### config.mk
export PLATFORM = sky130hd
export DESIGN_NAME = tx_arb
export DESIGN_NICKNAME = d
export VERILOG_FILES = /design/src/rtl/tx_arb_pkg.sv /design/src/rtl/tx_arb_rr_pick.sv /design/src/rtl/tx_arb.sv
export SDC_FILE = /design/constraint.sdc
export NUM_CORES = 1
export LEC_CHECK = 0
export CORE_ASPECT_RATIO = 1.75
export CORE_MARGIN = 8
export CORE_UTILIZATION = 39
export DETAILED_ROUTE_END_ITERATION = 8
export PLACE_DENSITY = 0.89
export SYNTH_ARGS = -nofsm -noshare
export SYNTH_HDL_FRONTEND = slang
export SYNTH_SLANG_ARGS = --single-unit
### constraint.sdc
create_clock -name clk -period 3.1 [get_ports clk]
set_input_delay 0.62 -clock clk [delete_from_list [all_inputs] [get_ports clk]]
set_output_delay 0.62 -clock clk [all_outputs]
set_load 0.01 [all_outputs]
### src/rtl/tx_arb_pkg.sv
// -----------------------------------------------------------------------------
// tx_arb_pkg -- shared types and constants for the tx_arb transmit arbiter.
//   state_t        : arbiter FSM states
//   DATA_W         : width of one request word / transmitter word (32)
//   TMO_W          : width of the watchdog counter (8)
//   PTR_W          : width of the round-robin pointer (covers up to 8 requesters)
//   onehot_to_idx  : converts a one-hot vector (up to 8 bits) to its index
// -----------------------------------------------------------------------------
package tx_arb_pkg;

  localparam int DATA_W = 32;
  localparam int TMO_W  = 8;
  localparam int PTR_W  = 3;

  typedef enum logic [1:0] {
    IDLE     = 2'd0,
    START    = 2'd1,
    WAIT_FIN = 2'd2,
    CLEAR    = 2'd3
  } state_t;

  function automatic logic [PTR_W-1:0] onehot_to_idx(input logic [7:0] oh);
    logic [PTR_W-1:0] idx;
    idx = '0;
    for (int i = 0; i < 8; i++) begin
      if (oh[i]) idx = idx | PTR_W'(i);
    end
    return idx;
  endfunction

endpackage

### src/rtl/tx_arb_rr_pick.sv
// -----------------------------------------------------------------------------
// rr_pick -- combinational round-robin selector.
//   req   [N_REQ-1:0] : request vector
//   ptr   [PTR_W-1:0] : index where the search starts (wraps modulo N_REQ)
//   gnt   [N_REQ-1:0] : one-hot winner (all zero when nothing requests)
//   valid             : at least one request present
// -----------------------------------------------------------------------------
module rr_pick
  import tx_arb_pkg::*;
#(
  parameter int N_REQ = 4
) (
  input  logic [N_REQ-1:0] req,
  input  logic [PTR_W-1:0] ptr,
  output logic [N_REQ-1:0] gnt,
  output logic             valid
);

  always_comb begin
    int idx;
    gnt   = '0;
    valid = 1'b0;
    idx   = 0;
    for (int off = 0; off < N_REQ; off++) begin
      idx = int'(ptr) + off;
      if (idx >= N_REQ) idx = idx - N_REQ;
      // First requester found walking upward from ptr wins.
      if (!valid && req[idx]) begin
        gnt[idx] = 1'b1;
        valid    = 1'b1;
      end
    end
  end

endmodule

### src/rtl/tx_arb.sv
// -----------------------------------------------------------------------------
// tx_arb -- round-robin arbiter feeding one serial transmitter.
// Optional feature: define TX_ARB_WATCHDOG_EN to enable the transfer watchdog
// (abort after TIMEOUT cycles in START/WAIT_FIN, flagged on err).
//   clk, rst_n   : clock, synchronous active-low reset
//   req          : per-requester level request, held until its done
//   req_data     : per-requester 32-bit word, slice i = [32i+31:32i]
//   gnt          : one-hot grant, high for the whole transaction
//   done         : one-cycle completion pulse to the granted requester
//   err          : one-cycle watchdog-abort pulse (0 without the watchdog)
//   tx_start     : start level to the transmitter
//   tx_data      : word presented to the transmitter
//   tx_busy_nxt  : one-cycle pulse clearing the transmitter's finish flag
//   tx_busy      : transmitter busy
//   tx_finish    : transmitter finish flag, sticky until tx_busy_nxt
// All outputs are registered.
// -----------------------------------------------------------------------------
module tx_arb
  import tx_arb_pkg::*;
#(
  parameter int N_REQ   = 4,
  parameter int TIMEOUT = 255
) (
  input  logic                    clk,
  input  logic                    rst_n,
  input  logic [N_REQ-1:0]        req,
  input  logic [DATA_W*N_REQ-1:0] req_data,
  output logic [N_REQ-1:0]        gnt,
  output logic [N_REQ-1:0]        done,
  output logic                    err,
  output logic                    tx_start,
  output logic [DATA_W-1:0]       tx_data,
  output logic                    tx_busy_nxt,
  input  logic                    tx_busy,
  input  logic                    tx_finish
);

  state_t              state_reg, state_next;
  logic [N_REQ-1:0]    gnt_reg, gnt_next;
  logic [N_REQ-1:0]    done_reg, done_next;
  logic                tx_start_reg, tx_start_next;
  logic [DATA_W-1:0]   tx_data_reg, tx_data_next;
  logic                busy_nxt_reg, busy_nxt_next;
  logic [PTR_W-1:0]    ptr_reg, ptr_next;
  logic [N_REQ-1:0]    pick_gnt;
  logic                pick_valid;
  logic [7:0]          pick_oh;
  logic [PTR_W-1:0]    pick_idx;
  logic                timeout;

  rr_pick #(.N_REQ(N_REQ)) u_rr_pick (
    .req   (req),
    .ptr   (ptr_reg),
    .gnt   (pick_gnt),
    .valid (pick_valid)
  );

  always_comb begin
    pick_oh              = '0;
    pick_oh[N_REQ-1:0]   = pick_gnt;
    pick_idx             = onehot_to_idx(pick_oh);
  end

`ifdef TX_ARB_WATCHDOG_EN
  logic [TMO_W-1:0] wd_cnt_reg, wd_cnt_next;
  logic             err_reg, err_next;

  // wd_cnt_reg counts cycles already spent in START/WAIT_FIN, so the abort
  // decision on count TIMEOUT-1 lands CLEAR exactly TIMEOUT cycles after START.
  assign timeout = (wd_cnt_reg == TMO_W'(TIMEOUT - 1));

  always_comb begin
    wd_cnt_next = '0;
    if (state_reg == START || state_reg == WAIT_FIN) wd_cnt_next = wd_cnt_reg + 1'b1;
    // A real finish arriving on the timeout cycle is a normal completion.
    err_next = timeout && ((state_reg == START) || (state_reg == WAIT_FIN && !tx_finish));
  end

  always_ff @(posedge clk) begin
    if (!rst_n) begin
      wd_cnt_reg <= '0;
      err_reg    <= 1'b0;
    end else begin
      wd_cnt_reg <= wd_cnt_next;
      err_reg    <= err_next;
    end
  end

  assign err = err_reg;
`else
  assign timeout = 1'b0;
  assign err     = 1'b0;
`endif

  // State register and registered outputs.
  always_ff @(posedge clk) begin
    if (!rst_n) begin
      state_reg    <= IDLE;
      gnt_reg      <= '0;
      done_reg     <= '0;
      tx_start_reg <= 1'b0;
      tx_data_reg  <= '0;
      busy_nxt_reg <= 1'b0;
      ptr_reg      <= '0;
    end else begin
      state_reg    <= state_next;
      gnt_reg      <= gnt_next;
      done_reg     <= done_next;
      tx_start_reg <= tx_start_next;
      tx_data_reg  <= tx_data_next;
      busy_nxt_reg <= busy_nxt_next;
      ptr_reg      <= ptr_next;
    end
  end

  // Next-state logic.
  always_comb begin
    state_next = state_reg;
    case (state_reg)
      // A stale finish flag must be cleared before a new transfer starts.
      IDLE:     if (!tx_finish && pick_valid) state_next = START;
      START:    if (timeout) state_next = CLEAR;
                else if (tx_busy) state_next = WAIT_FIN;
      WAIT_FIN: if (tx_finish || timeout) state_next = CLEAR;
      CLEAR:    state_next = IDLE;
      default:  state_next = IDLE;
    endcase
  end

  // Output logic: next values of the registered outputs.
  always_comb begin
    gnt_next      = gnt_reg;
    done_next     = '0;
    tx_start_next = 1'b0;
    tx_data_next  = tx_data_reg;
    busy_nxt_next = 1'b0;
    ptr_next      = ptr_reg;
    case (state_reg)
      IDLE: begin
        gnt_next = '0;
        if (tx_finish) begin
          // Single pulse; the flag is still visible on the cycle the pulse is out.
          busy_nxt_next = !busy_nxt_reg;
        end else if (pick_valid) begin
          gnt_next      = pick_gnt;
          tx_start_next = 1'b1;
          tx_data_next  = req_data[DATA_W*int'(pick_idx) +: DATA_W];
          ptr_next      = (pick_idx == PTR_W'(N_REQ - 1)) ? '0 : pick_idx + 1'b1;
        end
      end
      START: begin
        if (timeout) begin
          gnt_next      = '0;
          done_next     = gnt_reg;
          busy_nxt_next = 1'b1;
        end else begin
          tx_start_next = !tx_busy;
        end
      end
      WAIT_FIN: begin
        if (tx_finish || timeout) begin
          gnt_next      = '0;
          done_next     = gnt_reg;
          busy_nxt_next = 1'b1;
        end
      end
      CLEAR:   gnt_next = '0;
      default: gnt_next = '0;
    endcase
  end

  assign gnt         = gnt_reg;
  assign done        = done_reg;
  assign tx_start    = tx_start_reg;
  assign tx_data     = tx_data_reg;
  assign tx_busy_nxt = busy_nxt_reg;

endmodule

=== Word level (Yosys, flattened, before mapping) ===
Index checks and enable logic that the tools add are counted.

* Register bits after elaboration: 47
* Latch bits: 0
* Bits in writable memories: 0
* ROM bits: 0
* Bits of input ports: 136
* Word-level logic and storage cells: 109
* Memories kept: 0

* Add/subtract/negate cells: 8
* Multiply operators: 0
* Divide/modulo/power cells: 0
* Order comparisons: 12
* Equality and inequality tests: 7
* Shift-type cells: 1
* Muxes and demuxes: 50
* Bitwise gates (word level): 5
* Reductions and logical operators: 19

{| class="wikitable"
|+ Operators by type and width
! cell !! count
|-
| 32-bit by 1-bit >= comparator with 1-bit output (second input constant) || 4
|-
| 32-bit by 4-bit < comparator with 1-bit output (second input constant) || 4
|-
| 32-bit 2-to-1 mux || 4
|-
| 128-bit by 8-bit variable part select with 32-bit output || 1
|-
| 32-bit by 4-bit >= comparator with 1-bit output (second input constant) || 3
|-
| 32-bit by 4-bit subtractor with 32-bit output (second input constant) || 3
|-
| 4-bit 2-to-1 mux || 7
|-
| 1-bit 2-to-1 mux || 21
|-
| 4-bit bitwise OR || 3
|-
| 4-bit one-hot mux with 3 select lines || 1
|-
| 2-bit 2-to-1 mux || 5
|-
| 3-bit AND reduction || 3
|-
| 3-bit by 2-bit adder with 4-bit output (second input constant) || 2
|-
| 1-bit binary-select mux with 2-bit select || 4
|-
| 1-bit demux with 2-bit select || 4
|-
| 1-bit logical AND || 8
|-
| 2-bit one-hot mux with 4 select lines || 1
|-
| 2-bit == test (second input constant) || 3
|-
| 1-bit logical NOT || 6
|-
| 2-bit != test (second input constant) || 3
|-
| 3-bit by 1-bit adder with 4-bit output (second input constant) || 1
|-
| 1-bit one-hot mux with 2 select lines || 2
|-
| 3-bit by 3-bit subtractor with 4-bit output (second input constant) || 1
|-
| 2-bit by 1-bit adder with 3-bit output (second input constant) || 1
|-
| other kinds (6) || 7
|}

=== Depth between registers and ports, before layout ===
* Depth in word-level cells: 20
* Gate-level depth with buffers: 12
* Gate-level depth less buffers: 9

=== Cells and area by module ===
Synthesis repeated with hierarchy kept, for this count alone.

* Cells, all modules: 349
* Area, all modules: 3233.1 µm²

{| class="wikitable"
|+ By module, submodules not included
! module !! times used !! cells an instance !! area an instance (µm²) !! seq. area each (µm²)
|-
| tx_arb || 1 || 288 || 2697.6 || 920.9
|-
| rr_pick || 1 || 61 || 535.5 || 0.0
|}

=== Worst setup path after synthesis ===
No wires, ideal clock.

* Path kind: reg-to-reg
* From: reg ptr_reg[0]
* To: reg tx_data_reg[6] (netlist: tx_data[6])
* Arrival: 2.758 ns
* Required time: 3.005 ns
* Path slack: 0.247 ns
* Cell stages (with the launch flop): 13
* Buffers on the path: 3
* Clock period less this slack: 2.853 ns
* Cells stage by stage: dfxtp_1 buf_2 inv_1 ha_1 mux4_2 a21oi_1 a21bo_1 a32oi_1 buf_6 nand2_4 buf_6 mux2i_1 a221oi_1

* Longest elaborated chain between the ends: 19
* Elaborated cells on any way between the ends: 69
* Classes of those cells: add/sub: 7; order compare: 12; shift: 1; mux: 35; bitwise: 3; reduce/logical: 11

{| class="wikitable"
|+ RTL lines
! element !! RTL line !! text
|-
| start, declared || tx_arb.sv:44 || <nowiki>logic [PTR_W-1:0] ptr_reg, ptr_next;</nowiki>
|-
| start signal, assigned || tx_arb.sv:112 || <nowiki>ptr_reg <= ptr_next;</nowiki>
|-
| parallel branches: the longest is 19 deep, another holds 32-bit by 4-bit subtractor with 32-bit output || - ||
|-
| end signal, assigned || tx_arb.sv:110 || <nowiki>tx_data_reg <= tx_data_next;</nowiki>
|-
| end, declared || tx_arb.sv:42 || <nowiki>logic [DATA_W-1:0] tx_data_reg, tx_data_next;</nowiki>
|}

Parallel ways; which one is timed is not known. The select of a mux whose other input is x is not followed.
A chain may end at the register's enable or synchronous reset.

=== Worst setup path in the final report ===
* From: in req[1]
* To: reg tx_data_reg[31] (netlist: tx_data[31])

* Longest elaborated chain between the ends: 17
* Elaborated cells on any way between the ends: 34
* Classes of those cells: shift: 1; mux: 23; bitwise: 3; reduce/logical: 7

{| class="wikitable"
|+ RTL lines
! element !! RTL line !! text
|-
| start, declared || tx_arb.sv:26 || <nowiki>input logic [N_REQ-1:0] req,</nowiki>
|-
| 1-bit binary-select mux with 2-bit select || tx_arb_rr_pick.sv:28 || <nowiki>if (!valid && req[idx]) begin</nowiki>
|-
| 1-bit 2-to-1 mux (implied by the code) (2 in a row) || tx_arb_rr_pick.sv:28 ||
|-
| 1-bit 2-to-1 mux || tx_arb_rr_pick.sv:28 ||
|-
| 1-bit logical NOT || tx_arb_rr_pick.sv:28 ||
|-
| 1-bit logical AND || tx_arb_rr_pick.sv:28 ||
|-
| 1-bit 2-to-1 mux || tx_arb_rr_pick.sv:28 ||
|-
| 1-bit logical NOT || tx_arb_rr_pick.sv:28 ||
|-
| 1-bit logical AND || tx_arb_rr_pick.sv:28 ||
|-
| 1-bit 2-to-1 mux || tx_arb_rr_pick.sv:28 ||
|-
| 1-bit logical NOT || tx_arb_rr_pick.sv:28 ||
|-
| 1-bit logical AND || tx_arb_rr_pick.sv:28 ||
|-
| 4-bit 2-to-1 mux || tx_arb_rr_pick.sv:28 ||
|-
| 1-bit 2-to-1 mux || tx_arb_pkg.sv:26 || <nowiki>if (oh[i]) idx = idx | PTR_W'(i);</nowiki>
|-
| 2-bit 2-to-1 mux (2 in a row) || tx_arb_pkg.sv:26 ||
|-
| 128-bit by 8-bit variable part select with 32-bit output || tx_arb.sv:147 || <nowiki>tx_data_next = req_data[DATA_W*int'(pick_idx) +: DATA_W];</nowiki>
|}

Parallel ways exist; a longest one is shown, timed or not. The select of a mux whose other input is x is not followed.

==> flow_summary.yaml <==
place:
  gp_congestion: 0.891
  placed_cells: 570
  pre_cts_slack_ns: -0.0699
  hpwlAfterDp_um: 9560
  numPortBuffers: 177
clock_network:
  clk_path_buf_depth: 2
  postCtsHoldBufs: 0
  htree_num_levels: 2
  post_cts_buffers: 0
  cts_root_buf: "clkbuf_16"
  cts_buffers: 5
  clk_pin_slew_ns: 0.06
  cts_resized: 0
  cts_tree: "done"
  cts.sinks: 46
  clk_latency_ns: 0.29
power_and_ir_drop:
  powerDensity_mw_per_mm2: 795
  finalPower_mw: 4.23
  leakage_nw: 2.26
  ir_drop_mv: 0.640
run_status:
  status: "completed"
sta:
  relSlewSlack_pct: 56.4
  clock_skew_ns: 0.00709
  finalHoldViolCount: 0
  final_max_slew_viol_count: 0
  period_needed_ns: 2.87
  rsz0062_at_grt: "false"
  worst_pin_slew_ns: 0.652
  setup_slack_ns: 0.233
  setup_violations: 0
  final.period_utilization_pct: 92.5
  fmax_mhz: 349
synth:
  post_synth.cell_area_avg_um2: 10.4
  synth_cells: 302
  synth-seq-cells: 46
  yosysSeqAreaShare_pct: 29.3
  synth_edf_count: 0
  synth_warnings: 0
  synthFlopType: "dfxtp_1"
  ys_async_sr_fraction_pct: 0
  ys_types: 39
  netlist_area_mm2: 0.00315
  synth_nets: 450
layout:
  largest_reg_flops: 32
  diodes: 0
  fin_nets: 635
  instances_no_fill: 578
  area_growth_pct: 69.0
  fill_cells: 647
  drive_gt1_share_pct: 14.8
global_route:
  track_usage_pct: 19.3
  grt_max_degree: 20
  grt_pass1_wl_um: 17900
  grt_overflow: 0
  grt_pass1_vias: 3471
  antenna_found_initial: 0
worst_setup_path:
  r2r_cells: 10
  cp.required_ns: 3.26
  ff2ff_setup_slack_ns: 0.35
  setup.worst_path.start_class: "primary input"
  crit_path_max_fanout: 14
  worstSetupEndpointType: "flop"
  crit_type: "in -> reg"
  timing.rr.start: "ptr_reg[1]"
  worstReg2RegEnd: "tx_data[31]"
  arrival_ns: 3.03
floorplan:
  die_y_um: 135
  die_area_mm2: 0.0113
  core_mm2: 0.00791
  start_util_pct: 39.8
  rows: 43
  num_io_pins: 179
  dieWidth_um: 83.9
detailed_routing:
  ant_nets: 0
  wl_per_cell_um: 20.0
  drc: 0
  drtIter0Drc: 83
  vias_per_cell: 5.46
  first_pass_iters: 4
  routed_wl_um: 11500
  num_vias: 3158
worst_hold_path:
  min_to: "gnt[1]"
  holdPathStages: 2
  min-delay-start: "gnt[1]"
  hp-class: "reg -> reg"
job:
  maxCapViolations: 0
[placed cells by master, fill, tap and decap left out, types with 2 or more instances in the layout]
cell / instances
a21bo_1: 2
a21oi_1: 11
nor2_1: 6
a32oi_4: 2
a32oi_1: 2
ha_1: 12
nor3_1: 2
nor4_1: 2
nand2b_1: 10
and2_1: 5
o22ai_1: 2
clkdlybuf4s50_1: 177
clkinv_1: 2
inv_1: 7
nand2_1: 13
buf_12: 8
nand3_1: 3
clkbuf_16: 5
dfxtp_1: 46
mux4_2: 3
mux2i_1: 68
o21ai_0: 33
a221oi_2: 30
a221oi_1: 2
buf_4: 18
[how the worst max path moves through the flow]
| stage | from | to | slack (ns) | cells past startpoint |
|---|---|---|---|---|
| 2_1_floorplan | ptr_reg[0] | tx_data[6] | 0.25 | 12 |
| 3_3_place_gp | req[0] | tx_data[0] | 0.005 | 8 |
| 3_5_place_dp | req[0] | ptr_reg[1] | -0.07 | 9 |
| 4_1_cts | req[0] | ptr_reg[1] | 0.22 | 9 |
| 5_1_grt | req[0] | tx_data[29] | 0.11 | 9 |
| 6_report | req[1] | tx_data[31] | 0.23 | 10 |
[logic make-up (layout without fill, tap and decap cells)]
family / Yosys count / in the layout / synth area share, %
fa+ha+maj: 12 / 12 / 4.77
compound gates: 91 / 91 / 26.7
simple gates: 46 / 46 / 7.59
buf+inv: 34 / 220 / 7.47
mux: 71 / 71 / 23.8
other cells: 1 / 1 / 0.119
flops: 46 / 46 / 29.3
xor+xnor: 1 / 1 / 0.278
[layer usage]
metal / share of wire (%) / GRT usage [%] / wire (µm) / vias up
li1: - / - / - / 1514
met1: 35 / 18.1 / 4040 / 1502
met2: 56 / 37.9 / 6510 / 120
met3: 6.0 / 5.55 / 691 / 22
met4: 2.5 / 6.76 / 286 / 0
met5: 0 / 0 / 0 / -
[report_power, final]
part           switching, mW  total [mW]  internal [mW]
clock                  0.224       0.605          0.381
sequential             0.108       0.904          0.796
combinational           1.33        2.72           1.39
[worst max-delay path, stage by stage]
cell	delay, ns
clkdlybuf4s50_1	0.51
buf_4	0.16
inv_1	0.06
nor4_1	0.29
a311o_1	0.36
a32oi_1	0.22
buf_4	0.21
a21oi_4	0.31
buf_12	0.22
a221oi_2	0.07
[Yosys cell counts (2+ instances only)]
cell	number	area, µm²
inv_1	7	26.3
buf_2	5	25.0
a221oi_2	30	450
nor3_1	2	10.0
ha_1	12	150
buf_6	5	56.3
a32oi_1	3	26.3
nor4_1	2	12.5
and3_1	2	12.5
mux2i_1	68	681
dfxtp_1	46	921
clkbuf_1	8	30.0
buf_4	4	30.0
a21oi_1	11	55.1
nand2_1	13	48.8
o21ai_0	33	165
nand3_1	3	15.0
a21bo_1	2	20.0
buf_12	3	60.1
clkinv_1	2	7.51
nand2b_1	10	62.6
nor2_1	6	22.5
mux4_2	3	67.6
a221oi_1	2	17.5
and2_1	5	31.3
o22ai_1	2	12.5
[stage by stage]
step / util [%] / instance area, µm² / setup TNS, ns / hold WS [ns]
after floorplan: - / 3150 / 0 / 0.488
after global placement: 65.2 / 5150 / 0 / 0.455
after detailed placement: 65.2 / 5150 / -1.34 / 0.462
after CTS: 67.3 / 5320 / 0 / 0.470
after global routing: 67.3 / 5320 / 0 / 0.513
final: 67.3 / 5320 / 0 / 0.473
[cell type report]
class                   instances  area (µm²)  share of cell area, %
repair buffers                203        2070                   38.9
multi-input cells             222        2020                   38.0
flip-flops and latches         46         921                   17.3
clock buffers                   6         129                   2.42
well taps                      90         113                   2.12
clock inverters                 2        37.5                  0.706
inverters                       9        33.8                  0.635
(Power assumes the default switching activity.)
==> patch (same flow settings) <==
Change the package constant `DATA_W` from 32 to 48. Comments in the files are not updated.
--- a/src/rtl/tx_arb_pkg.sv
+++ b/src/rtl/tx_arb_pkg.sv
@@ -8,7 +8,7 @@
 // -----------------------------------------------------------------------------
 package tx_arb_pkg;
 
-  localparam int DATA_W = 32;
+  localparam int DATA_W = 48;
   localparam int TMO_W  = 8;
   localparam int PTR_W  = 3;
 
Ports: changed (resized req_data and tx_data); port bits go from 179 to 259. The function was not compared with the original's and may differ.
==> patch against the original RTL <==
  * Core utilization is 5.0 points higher
  * Register-to-register slack got worse by 160 ps
  * Worst setup slack lost 74 ps
  * Wire length increased by 46%
  * Final cell count rose by 34%
  * Largest power group unchanged
  * Critical endpoint is now tx_data[27]
  * Area after synthesis increased by 23%
  * Sequential cell count rose by 16
  * Cell area increased by 33%
  * Critical path depth fell by 1
  * Power increased by 61%
==> patch: results (changes against the original RTL) <==
Clock tree
  – Total CTS buffers: 9 (+4)
  – Htree depth: 3 (+1)
  – Clock Pin Slew Worst Setup and Hold Paths: 60 ps (about the same)
  – Clock Tree Root: clkbuf_16
  – Clk buf depth: 2 (unchanged)
  – Clk_lat worst skew: 330 ps (+40 ps)

Yosys
  – Ys Warns: 0 (unchanged)
  – Post-synth cell types: 43 (+10%)
  – Share of flip-flops with an asynchronous set or reset: 0% (unchanged)
  – Synth cell count leaders: 100 x mux2i_1, 62 x dfxtp_1, 50 x o21ai_0
  – Syn_area_per_cell: 10.0 um^2 (-3.9%)
  – Syn_nets: 598 (+33%)
  – Largest cells by area after synthesis: dfxtp_1 32%, mux2i_1 26%, a221oi_1 9.1%
  – Most common flop cell mapped by yosys: dfxtp_1
  – Register area share after synthesis: 32.1% (+2.8 points)

Global routing
  – Met1 usage: 24.6% (+6.5 points)
  – Global routing usage on met2: 45.0% (+7.1 points)
  – Total track usage: 24.7% (+5.4 points)
  – Initial antenna violation count: 0 (unchanged)
  – Largest net degree at the start of global routing: 45 (+130%)
  – Vias in the first global route: 4855 (+40%)
  – GR Util met3: 8.02% (+2.5 points)
  – Global-route wire length before repair: 26300 um (+48%)

Cells and area
  – Fillers: 684 (+5.7%)
  – Final antenna diode count: 0 (unchanged)
  – Nets: 858 (+35%)
  – Max reg flops: 48 (+50%)
  – Share of post-route cells with drive strength above 1: 9.83% (-4.9 points)

Place
  – Post-DP HPWL: 13500 um (+41%)
  – Placed insts: 760 (+33%)
  – Pre-CTS WS: -128 ps (-57.7 ps)
  – PortBufs: 257 (+45%)
  – GPL Wtd Cong: 0.886 (-0.58%)

Critical path
  – Slowest CP cell: clkdlybuf4s50_1
  – CP delay by family, top: buffers and inverters
  – Reg2Reg Setup Slack: 190 ps (-160 ps)
  – Largest fanout on the critical path: 30 (+16)
  – Critical Path AT: 3170 ps (+140 ps)
  – Max incr delay on CP: 570 ps (+60 ps)

Timing
  – Layout Skew: 6.72 ps (-0.376 ps)
  – Max transition margin: 59.3% (+2.9 points)
  – Period minus WS final: 2940 ps (+74.5 ps)
  – Fin Hold WS: 490 ps (+16.9 ps)

Detailed routing
  – Final WL: 16800 um (+46%)
  – DRT iter0 DRCs: 204 (+150%)
  – Vias: 4394 (+39%)
  – Routed wire length per instance: 21.6 um (+8.5%)
  – First-pass DRT Iterations: 5 (+1)

Pwr
  – Maximum vdd drop: 0.524 mV (-18%)
  – Net Sw Frac: 39.7% (+0.35 points)
  – Leak pwr: 2.79 nW (+24%)

Run status
  – Status: complete, no violations

Worst hold path
  – Type of the most critical hold path: flip-flop to flip-flop
==> patch: per-stage QoR <==
| stage | utilization [%] | area, um^2 |
|---|---|---|
| floorplan | - | 3870 |
| global placement | 68.8 | 6730 |
| detailed placement | 68.8 | 6730 |
| CTS | 72.2 | 7070 |
| global route | 72.2 | 7070 |
| finish | 72.2 | 7070 |
==> patch: metal layers <==
metal,wire [um],vias up
li1,-,2024
met1,5750,2089
met2,9200,243
met3,1290,38
met4,553,0
met5,0,-
==> patch: power groups by stage <==
stage | logic (mW) | registers (mW) | clock network (mW)
final | 4.39 | 1.30 | 1.12
after global routing | 4.67 | 1.34 | 1.18
after CTS | 4.40 | 1.30 | 1.14
after detailed placement | 4.37 | 1.30 | 0
after global placement | 4.24 | 1.28 | 0
after floorplan | 2.48 | 1.44 | 0
==> patch: final cells by class <==
| cell class | count | area [um^2] | area share (%) |
|---|---|---|---|
| timing repair buffer | 283 | 2870 | 40.6 |
| clock inverter | 3 | 65.1 | 0.920 |
| multi-input combinational | 282 | 2440 | 34.5 |
| clock buffer | 13 | 270 | 3.82 |
| inverter | 8 | 30.0 | 0.425 |
| sequential | 62 | 1240 | 17.6 |
| tap | 125 | 156 | 2.21 |
==> patch: final timing paths <==
kind,startpoint,endpoint,depth (start not counted)
worst max-delay path,req[2],tx_data[27],9
worst min-delay path,gnt[0],done[0],1
worst max register to register,ptr_reg[0],tx_data[27],10
worst min register to register,gnt[0],done[0],1
==> patch: cells by family (layout without fill, tap and decap cells) <==
kind of cell             count (synthesis)  in the layout  share of synthesized area, %
AO/OA/AOI/OAI                          122            122                          24.3
XOR/XNOR                                 1              1                         0.227
adder cells (fa/ha/maj)                 12             12                          3.88
buffers and inverters                   42            307                          5.53
flip-flops                              62             62                          32.1
multiplexers                           104            104                          27.9
other                                    1              1                        0.0970
AND/OR/NAND/NOR                         42             42                          5.92
==> patch: repair_timing <==
item	in CTS	in global routing
setup buffers	0	0
hold endpoints to repair	0	0
setup endpoints to repair	0	17
gates resized for setup	0	1
